--- src/rtl/bsg_fsb_pkg.sv ---
// Shared definitions for the front-side-bus hop blocks: the depth of the
// local staging FIFO and the pointer type and helper used to walk it.
package bsg_fsb_pkg;

    // Two entries are enough to cover the enqueue-to-drain latency.
    localparam int fsb_fifo_depth_gp     = 2;
    localparam int fsb_fifo_ptr_width_gp = $clog2(fsb_fifo_depth_gp);

    typedef logic [fsb_fifo_ptr_width_gp-1:0] fsb_fifo_ptr_t;

    // The depth is a power of two, so pointers wrap naturally on overflow.
    function automatic fsb_fifo_ptr_t fsb_ptr_inc(input fsb_fifo_ptr_t ptr);
        return ptr + 1'b1;
    endfunction

endpackage

--- src/rtl/bsg_front_side_bus_hop_out_if.sv ---
// Bus bundle for one front-side-bus hop output stage. The slave modport is
// the hop itself; the master modport is whatever feeds it and consumes
// its output.
interface bsg_front_side_bus_hop_out_if
#(
    parameter int width_p        = 16,
    parameter int starve_width_p = 8
);

    logic [width_p-1:0]        data_i;
    logic                      v_i;
    logic [width_p-1:0]        local_data_i;
    logic                      local_v_i;
    logic                      local_ready_o;
    logic [width_p-1:0]        data_o;
    logic                      v_o;
    logic [starve_width_p-1:0] starve_cnt_o;
    logic                      starved_o;

    modport master (
        output data_i, v_i, local_data_i, local_v_i,
        input  local_ready_o, data_o, v_o, starve_cnt_o, starved_o
    );

    modport slave (
        input  data_i, v_i, local_data_i, local_v_i,
        output local_ready_o, data_o, v_o, starve_cnt_o, starved_o
    );

endinterface

--- src/rtl/bsg_fsb_hop_out_local_fifo.sv ---
// Two-entry FIFO that stages local traffic until the bus has an idle slot.
// Full and empty are kept as registered flags so that the enqueue ready
// never depends combinationally on the bus side.
module bsg_fsb_hop_out_local_fifo
    import bsg_fsb_pkg::*;
#(
    parameter int width_p = 16
)
(
    input  logic               clk_i,
    input  logic               reset_i,
    input  logic [width_p-1:0] data_i,
    input  logic               v_i,
    output logic               ready_o,
    output logic [width_p-1:0] data_o,
    output logic               v_o,
    input  logic               deq_i
);

    logic [width_p-1:0] mem_r [fsb_fifo_depth_gp];
    fsb_fifo_ptr_t      rd_ptr_r, wr_ptr_r;
    logic               full_r, empty_r;
    logic               enq;

    assign ready_o = ~full_r & ~reset_i;
    assign enq     = v_i & ready_o;
    assign v_o     = ~empty_r;
    assign data_o  = mem_r[rd_ptr_r];

    // Pointer and occupancy-flag bookkeeping for enqueue and dequeue.
    always_ff @(posedge clk_i) begin
        if (reset_i) begin
            rd_ptr_r <= '0;
            wr_ptr_r <= '0;
            full_r   <= 1'b0;
            empty_r  <= 1'b1;
        end else begin
            if (enq)
                wr_ptr_r <= fsb_ptr_inc(wr_ptr_r);
            if (deq_i)
                rd_ptr_r <= fsb_ptr_inc(rd_ptr_r);
            if (enq && !deq_i) begin
                empty_r <= 1'b0;
                full_r  <= (fsb_ptr_inc(wr_ptr_r) == rd_ptr_r);
            end else if (deq_i && !enq) begin
                full_r  <= 1'b0;
                empty_r <= (fsb_ptr_inc(rd_ptr_r) == wr_ptr_r);
            end
        end
    end

    // Storage write; contents are only meaningful behind the valid flag.
    always_ff @(posedge clk_i) begin
        if (enq)
            mem_r[wr_ptr_r] <= data_i;
    end

endmodule

--- src/rtl/bsg_front_side_bus_hop_out.sv ---
// Output-side arbiter for one front-side-bus hop. Upstream traffic has no
// flow control and always wins; local traffic waits in a small FIFO and
// fills idle slots. Defining BSG_FSB_HOP_OUT_STARVE_MON_EN adds a
// saturating counter of consecutive cycles the local head was blocked.
module bsg_front_side_bus_hop_out
    import bsg_fsb_pkg::*;
#(
    parameter int width_p        = 16,
    parameter int starve_width_p = 8
)
(
    input  logic                          clk_i,
    input  logic                          reset_i,
    bsg_front_side_bus_hop_out_if.slave   bus
);

    typedef struct packed {
        logic               v;
        logic [width_p-1:0] data;
    } hop_port_s;

    hop_port_s          next_hop;
    logic [width_p-1:0] fifo_data;
    logic               fifo_v;
    logic               fifo_deq;
    logic               v_r;
    logic [width_p-1:0] data_r;

    bsg_fsb_hop_out_local_fifo #(.width_p(width_p)) local_fifo (
        .clk_i   (clk_i),
        .reset_i (reset_i),
        .data_i  (bus.local_data_i),
        .v_i     (bus.local_v_i),
        .ready_o (bus.local_ready_o),
        .data_o  (fifo_data),
        .v_o     (fifo_v),
        .deq_i   (fifo_deq)
    );

    // The local head only moves when upstream leaves the slot empty.
    assign fifo_deq = fifo_v & ~bus.v_i;

    // Pick the beat for the next bus slot: upstream first, then local.
    always_comb begin
        next_hop.v    = 1'b0;
        next_hop.data = fifo_data;
        if (bus.v_i) begin
            next_hop.v    = 1'b1;
            next_hop.data = bus.data_i;
        end else if (fifo_v) begin
            next_hop.v    = 1'b1;
            next_hop.data = fifo_data;
        end
    end

    // Output valid register; reset drops any pending beat.
    always_ff @(posedge clk_i) begin
        if (reset_i)
            v_r <= 1'b0;
        else
            v_r <= next_hop.v;
    end

    // Output payload register; holds its value across idle slots.
    always_ff @(posedge clk_i) begin
        if (next_hop.v)
            data_r <= next_hop.data;
    end

    assign bus.v_o    = v_r;
    assign bus.data_o = data_r;

`ifdef BSG_FSB_HOP_OUT_STARVE_MON_EN
    logic [starve_width_p-1:0] starve_cnt_r, starve_cnt_n;
    logic                      starved_r;

    // Count blocked cycles, clearing whenever the local head drains or is gone.
    always_comb begin
        starve_cnt_n = starve_cnt_r;
        if (fifo_deq || !fifo_v)
            starve_cnt_n = '0;
        else if (starve_cnt_r != {starve_width_p{1'b1}})
            starve_cnt_n = starve_cnt_r + 1'b1;
    end

    // Counter and saturation flag are registered together.
    always_ff @(posedge clk_i) begin
        if (reset_i) begin
            starve_cnt_r <= '0;
            starved_r    <= 1'b0;
        end else begin
            starve_cnt_r <= starve_cnt_n;
            starved_r    <= (starve_cnt_n == {starve_width_p{1'b1}});
        end
    end

    assign bus.starve_cnt_o = starve_cnt_r;
    assign bus.starved_o    = starved_r;
`else
    assign bus.starve_cnt_o = {starve_width_p{1'b0}};
    assign bus.starved_o    = 1'b0;
`endif

endmodule

--- src/flat_wrapper.sv ---
// flat-port wrapper written by rule: the top's interface ports become plain ports
module bsg_front_side_bus_hop_out_flat import bsg_fsb_pkg::*;
#(
    parameter int width_p        = 16,
    parameter int starve_width_p = 8
)
  (clk_i, reset_i, bus_data_i, bus_v_i, bus_local_data_i, bus_local_v_i, bus_local_ready_o, bus_data_o, bus_v_o, bus_starve_cnt_o, bus_starved_o);
  bsg_front_side_bus_hop_out_if #(.width_p(width_p), .starve_width_p(starve_width_p)) bus_i ();
  input  logic clk_i;
  input  logic reset_i;
  input wire logic [$bits(bus_i.data_i)-1:0] bus_data_i;
  input wire logic [$bits(bus_i.v_i)-1:0] bus_v_i;
  input wire logic [$bits(bus_i.local_data_i)-1:0] bus_local_data_i;
  input wire logic [$bits(bus_i.local_v_i)-1:0] bus_local_v_i;
  output wire logic [$bits(bus_i.local_ready_o)-1:0] bus_local_ready_o;
  output wire logic [$bits(bus_i.data_o)-1:0] bus_data_o;
  output wire logic [$bits(bus_i.v_o)-1:0] bus_v_o;
  output wire logic [$bits(bus_i.starve_cnt_o)-1:0] bus_starve_cnt_o;
  output wire logic [$bits(bus_i.starved_o)-1:0] bus_starved_o;
  assign bus_i.data_i = bus_data_i;
  assign bus_i.v_i = bus_v_i;
  assign bus_i.local_data_i = bus_local_data_i;
  assign bus_i.local_v_i = bus_local_v_i;
  assign bus_local_ready_o = bus_i.local_ready_o;
  assign bus_data_o = bus_i.data_o;
  assign bus_v_o = bus_i.v_o;
  assign bus_starve_cnt_o = bus_i.starve_cnt_o;
  assign bus_starved_o = bus_i.starved_o;
  bsg_front_side_bus_hop_out #(.width_p(width_p), .starve_width_p(starve_width_p)) u_core (.clk_i(clk_i), .reset_i(reset_i), .bus(bus_i));
endmodule
--- config.mk ---
export PLATFORM = sky130hd
export DESIGN_NAME = bsg_front_side_bus_hop_out_flat
export DESIGN_NICKNAME = d
export VERILOG_FILES = /design/src/rtl/bsg_fsb_pkg.sv /design/src/rtl/bsg_front_side_bus_hop_out_if.sv /design/src/rtl/bsg_fsb_hop_out_local_fifo.sv /design/src/rtl/bsg_front_side_bus_hop_out.sv /design/src/flat_wrapper.sv
export SDC_FILE = /design/constraint.sdc
export NUM_CORES = 1
export LEC_CHECK = 0
export ABC_AREA = 1
export BUFFER_PORTS_ARGS = -buffer_cell sky130_fd_sc_hd__buf_2
export CAP_MARGIN = 0
export CORE_MARGIN = 2
export CORE_UTILIZATION = 25
export CTS_CLUSTER_DIAMETER = 200
export DETAILED_ROUTE_END_ITERATION = 10
export PLACE_DENSITY = 0.57
export SLEW_MARGIN = 25
export SYNTH_ARGS = -nofsm -noshare
export SYNTH_HDL_FRONTEND = slang
export SYNTH_SLANG_ARGS = --single-unit
--- constraint.sdc ---
create_clock -name clk_i -period 1.6 [get_ports clk_i]
set_input_delay 0.4 -clock clk_i [delete_from_list [all_inputs] [get_ports clk_i]]
set_output_delay 0.4 -clock clk_i [all_outputs]
set_load 0.05 [all_outputs]
==> flow_summary_export.csv <==
group,metric,value,unit
timing,tightest_slew,0.504,ns
pwr,leakagePower,1.05,nW
worst_setup_path,slowest_stage,"dfxtp_1",
routing,via_count,1355,
clock_network,cts_setup_buffers,0,
yosys,synthTopCellsByCount,"edfxtp_1 (48), a21oi_1 (29), nand2_1 (22), nor2_1 (11), nor2_2 (10)",
clock_network,hold_buffers,0,
worst_setup_path,cp-start-kind,"flip-flop",
yosys,synth-async-reset-ratio,0,%
timing,setup_viol_count_final,0,
global_route,track_usage,9.35,%
yosys,synth_most_common_cell,"edfxtp_1",
min_path,hold_depth,1,
yosys,synth.avg_cell_area,13.3,sq um
floorplan,fp.dieW,98.1,microns
layout,area_delta_synth_final,20.6,%
yosys,synth.cell_area,2210,sq um
yosys,synth_enable_flop_cells,48,
global_route,grt-ovfl-total,0,
worst_setup_path,worstPathCellList,"nor2_4, buf_2",
yosys,syn_inst,167,
min_path,hp-start,"bus_local_data_i[14]",
clock_network,clockBufferDepth,2,
yosys,synth.area.top_cells,"edfxtp_1 (65%), a21oi_1 (6.6%), dfxtp_1 (5.4%), nand2_1 (3.7%), a21oi_2 (3.6%)",
floorplan,io_pins,63,
routing,antenna_left,0,
floorplan,initial_core_util,25.6,%
yosys,ys_ff_latch,54,
timing,maxSlewViolCount,0,
global_route,grt_use_met3,2.93,%
timing,fin_skew,0.00737,ns
yosys,synth_ff_type,"edfxtp_1",
worst_setup_path,rrSetupSlack,0.29,ns
timing,setup_ws,0.149,ns
routing,vias_per_cell,4.06,
floorplan,chipHeight,98.1,microns
clock_network,cts_sinks,54,
clock_network,clk-insertion-delay-late,0.30,ns
timing,fin_hold_ws,0.285,ns
layout,multi_input_area,502,sq um
yosys,yosysTopAreaCell,"edfxtp_1",
worst_setup_path,critPathBufInv,1,
global_route,grt_use_met1,9.79,%
timing,finalCritPeriodShare,90.7,%
layout,layout-drive-gt1-share,39.4,%
worst_setup_path,r2r_cells,3,
placement,portBuffers,53,
worst_setup_path,end_kind,"primary output",
min_path,hold_path_end,"u_core.local_fifo.mem_r[0][14]$_DFFE_PP_",
yosys,yosysUniqueCellTypes,18,
timing,finalHoldViolations,0,
placement,dp_hpwl,3.01,mm
timing,fmax,689,MHz
floorplan,rows,34,
global_route,grtUsageMet2,17.5,%
outcome,status,"finished, final reports clean",
routing,drc,0,
worst_setup_path,cp_slowest_stage_delay,0.35,ns
floorplan,core-area,8640,sq um
placement,placed_area,2590,sq um
layout,nets,262,
yosys,yosys_warnings,0,
global_route,grt_pass1_vias,1390,
clock_network,cts-htree-levels,2,
worst_setup_path,cp_max_fo,4,
min_path,hp-class,"in -> reg",
clock_network,tritoncts,"done",
placement,dp_slack,0.121,ns
timing,slew_headroom,66.4,%
run,maxCapViolations,0,
global_route,grt_most_used_layer,"met2",
clock_network,cts_buffers,5,
worst_setup_path,critical_path.top_delay_family,"flip-flops",
clock_network,cts_resized,0,
global_route,antenna_found_initial,0,
pwr,power.density,1110,nW/um^2
layout,register_area,1560,sq um
global_route,grt_pass1_wl,6.80,mm
placement,routabilityCongestion,0.734,
clock_network,cts_root_buf,"clkbuf_8",
routing,wl,4.40,mm
timing,rsz0062_at_grt,"no",
yosys,ys_seq_area_share,70.5,%
pwr,power.total,2.96,mW
layout,antenna_cells,0,
floorplan,die_area,9620,sq um
worst_setup_path,worst-setup-path-type,"reg -> out",
yosys,synth_top_area_share,65.1,%
pwr,vdd_drop_max,0.000336,V
timing,tns,0,ns
global_route,grt_max_degree,19,
worst_setup_path,reg2reg_to,"u_core.bus.data_o[14]$_DFFE_PP_",
layout,fin_area,2670,sq um
worst_setup_path,arrival,1.05,ns
routing,wl_per_cell,13.2,microns
layout,fillers,895,
worst_setup_path,required,1.20,ns
routing,drtPass1Iterations,4,
timing,period_minus_slack,1.45,ns
routing,drtIter0Drc,54,
clock_network,clk_pin_slew,0.09,ns
## cells by family (layout without fill, tap and decap cells)
kind of cell / count (synthesis) / in the layout / synth area share, %
buf+inv: 24 / 75 / 8.70
compound gates: 39 / 39 / 10.3
other cells: 1 / 9 / 0.169
fa+ha+maj: 1 / 1 / 0.565
simple gates: 48 / 48 / 9.67
flops: 54 / 54 / 70.5
## area by class of cell
| type | instances | share of cell area, % |
|---|---|---|
| Sequential cell | 54 | 58.5 |
| Clock buffer | 6 | 2.72 |
| Clock inverter | 2 | 0.328 |
| Multi-Input combinational cell | 97 | 18.8 |
| Timing Repair Buffer | 58 | 12.8 |
| Inverter | 9 | 1.83 |
| Tap cell | 108 | 5.06 |
## where the power goes
part	internal, mW	leakage (nW)	switching (mW)
Clock	0.302	0.0426	0.412
Sequential	1.65	0.499	0.0395
Combinational	0.152	0.513	0.411
## registers in the layout (all words and copies together), names as in the netlist, named ones only
name and cells:
u_core.local_fifo.full_r 1, u_core.local_fifo.rd_ptr_r 1, u_core.local_fifo.mem_r 32, u_core.local_fifo.wr_ptr_r 1, u_core.bus.v_o 1, u_core.local_fifo.empty_r 1, u_core.bus.data_o 16
## how the worst max path moves through the flow
stage / cells past startpoint / slack (ns) / start / to
finish: 2 / 0.15 / u_core.local_fifo.full_r$_SDFFE_PP0P_ / bus_local_ready_o
floorplan: 3 / 0.05 / reset_i / u_core.local_fifo.mem_r[1][0]$_DFFE_PP_
global placement: 8 / 0.15 / reset_i / u_core.local_fifo.full_r$_SDFFE_PP0P_
detailed placement: 8 / 0.12 / reset_i / u_core.local_fifo.full_r$_SDFFE_PP0P_
CTS: 2 / 0.13 / u_core.local_fifo.full_r$_SDFFE_PP0P_ / bus_local_ready_o
global route: 2 / 0.09 / u_core.local_fifo.full_r$_SDFFE_PP0P_ / bus_local_ready_o
## per-stage QoR
stage          util, %  std cells
3_3_place_gp      30.0        326
5_1_grt           30.9        334
3_5_place_dp      30.0        326
6_report          30.9        334
4_1_cts           30.9        334
2_1_floorplan        -        175
## routing by layer
metal	share of wire (%)	vias to the layer above
met2	54	35
met4	1.5	0
met5	0	-
met3	4.1	5
met1	41	638
li1	-	677
## cell usage in the layout (no fill, tap or decap), drive strengths merged
master and n:
buf 58, dfxtp 6, clkbuf 6, clkinv 2, ha 1, nor2 21, conb 9, edfxtp 48
nand2 24, a21oi 38, nand3 3, inv 9, o21ai 1
(Power assumes the default switching activity.)
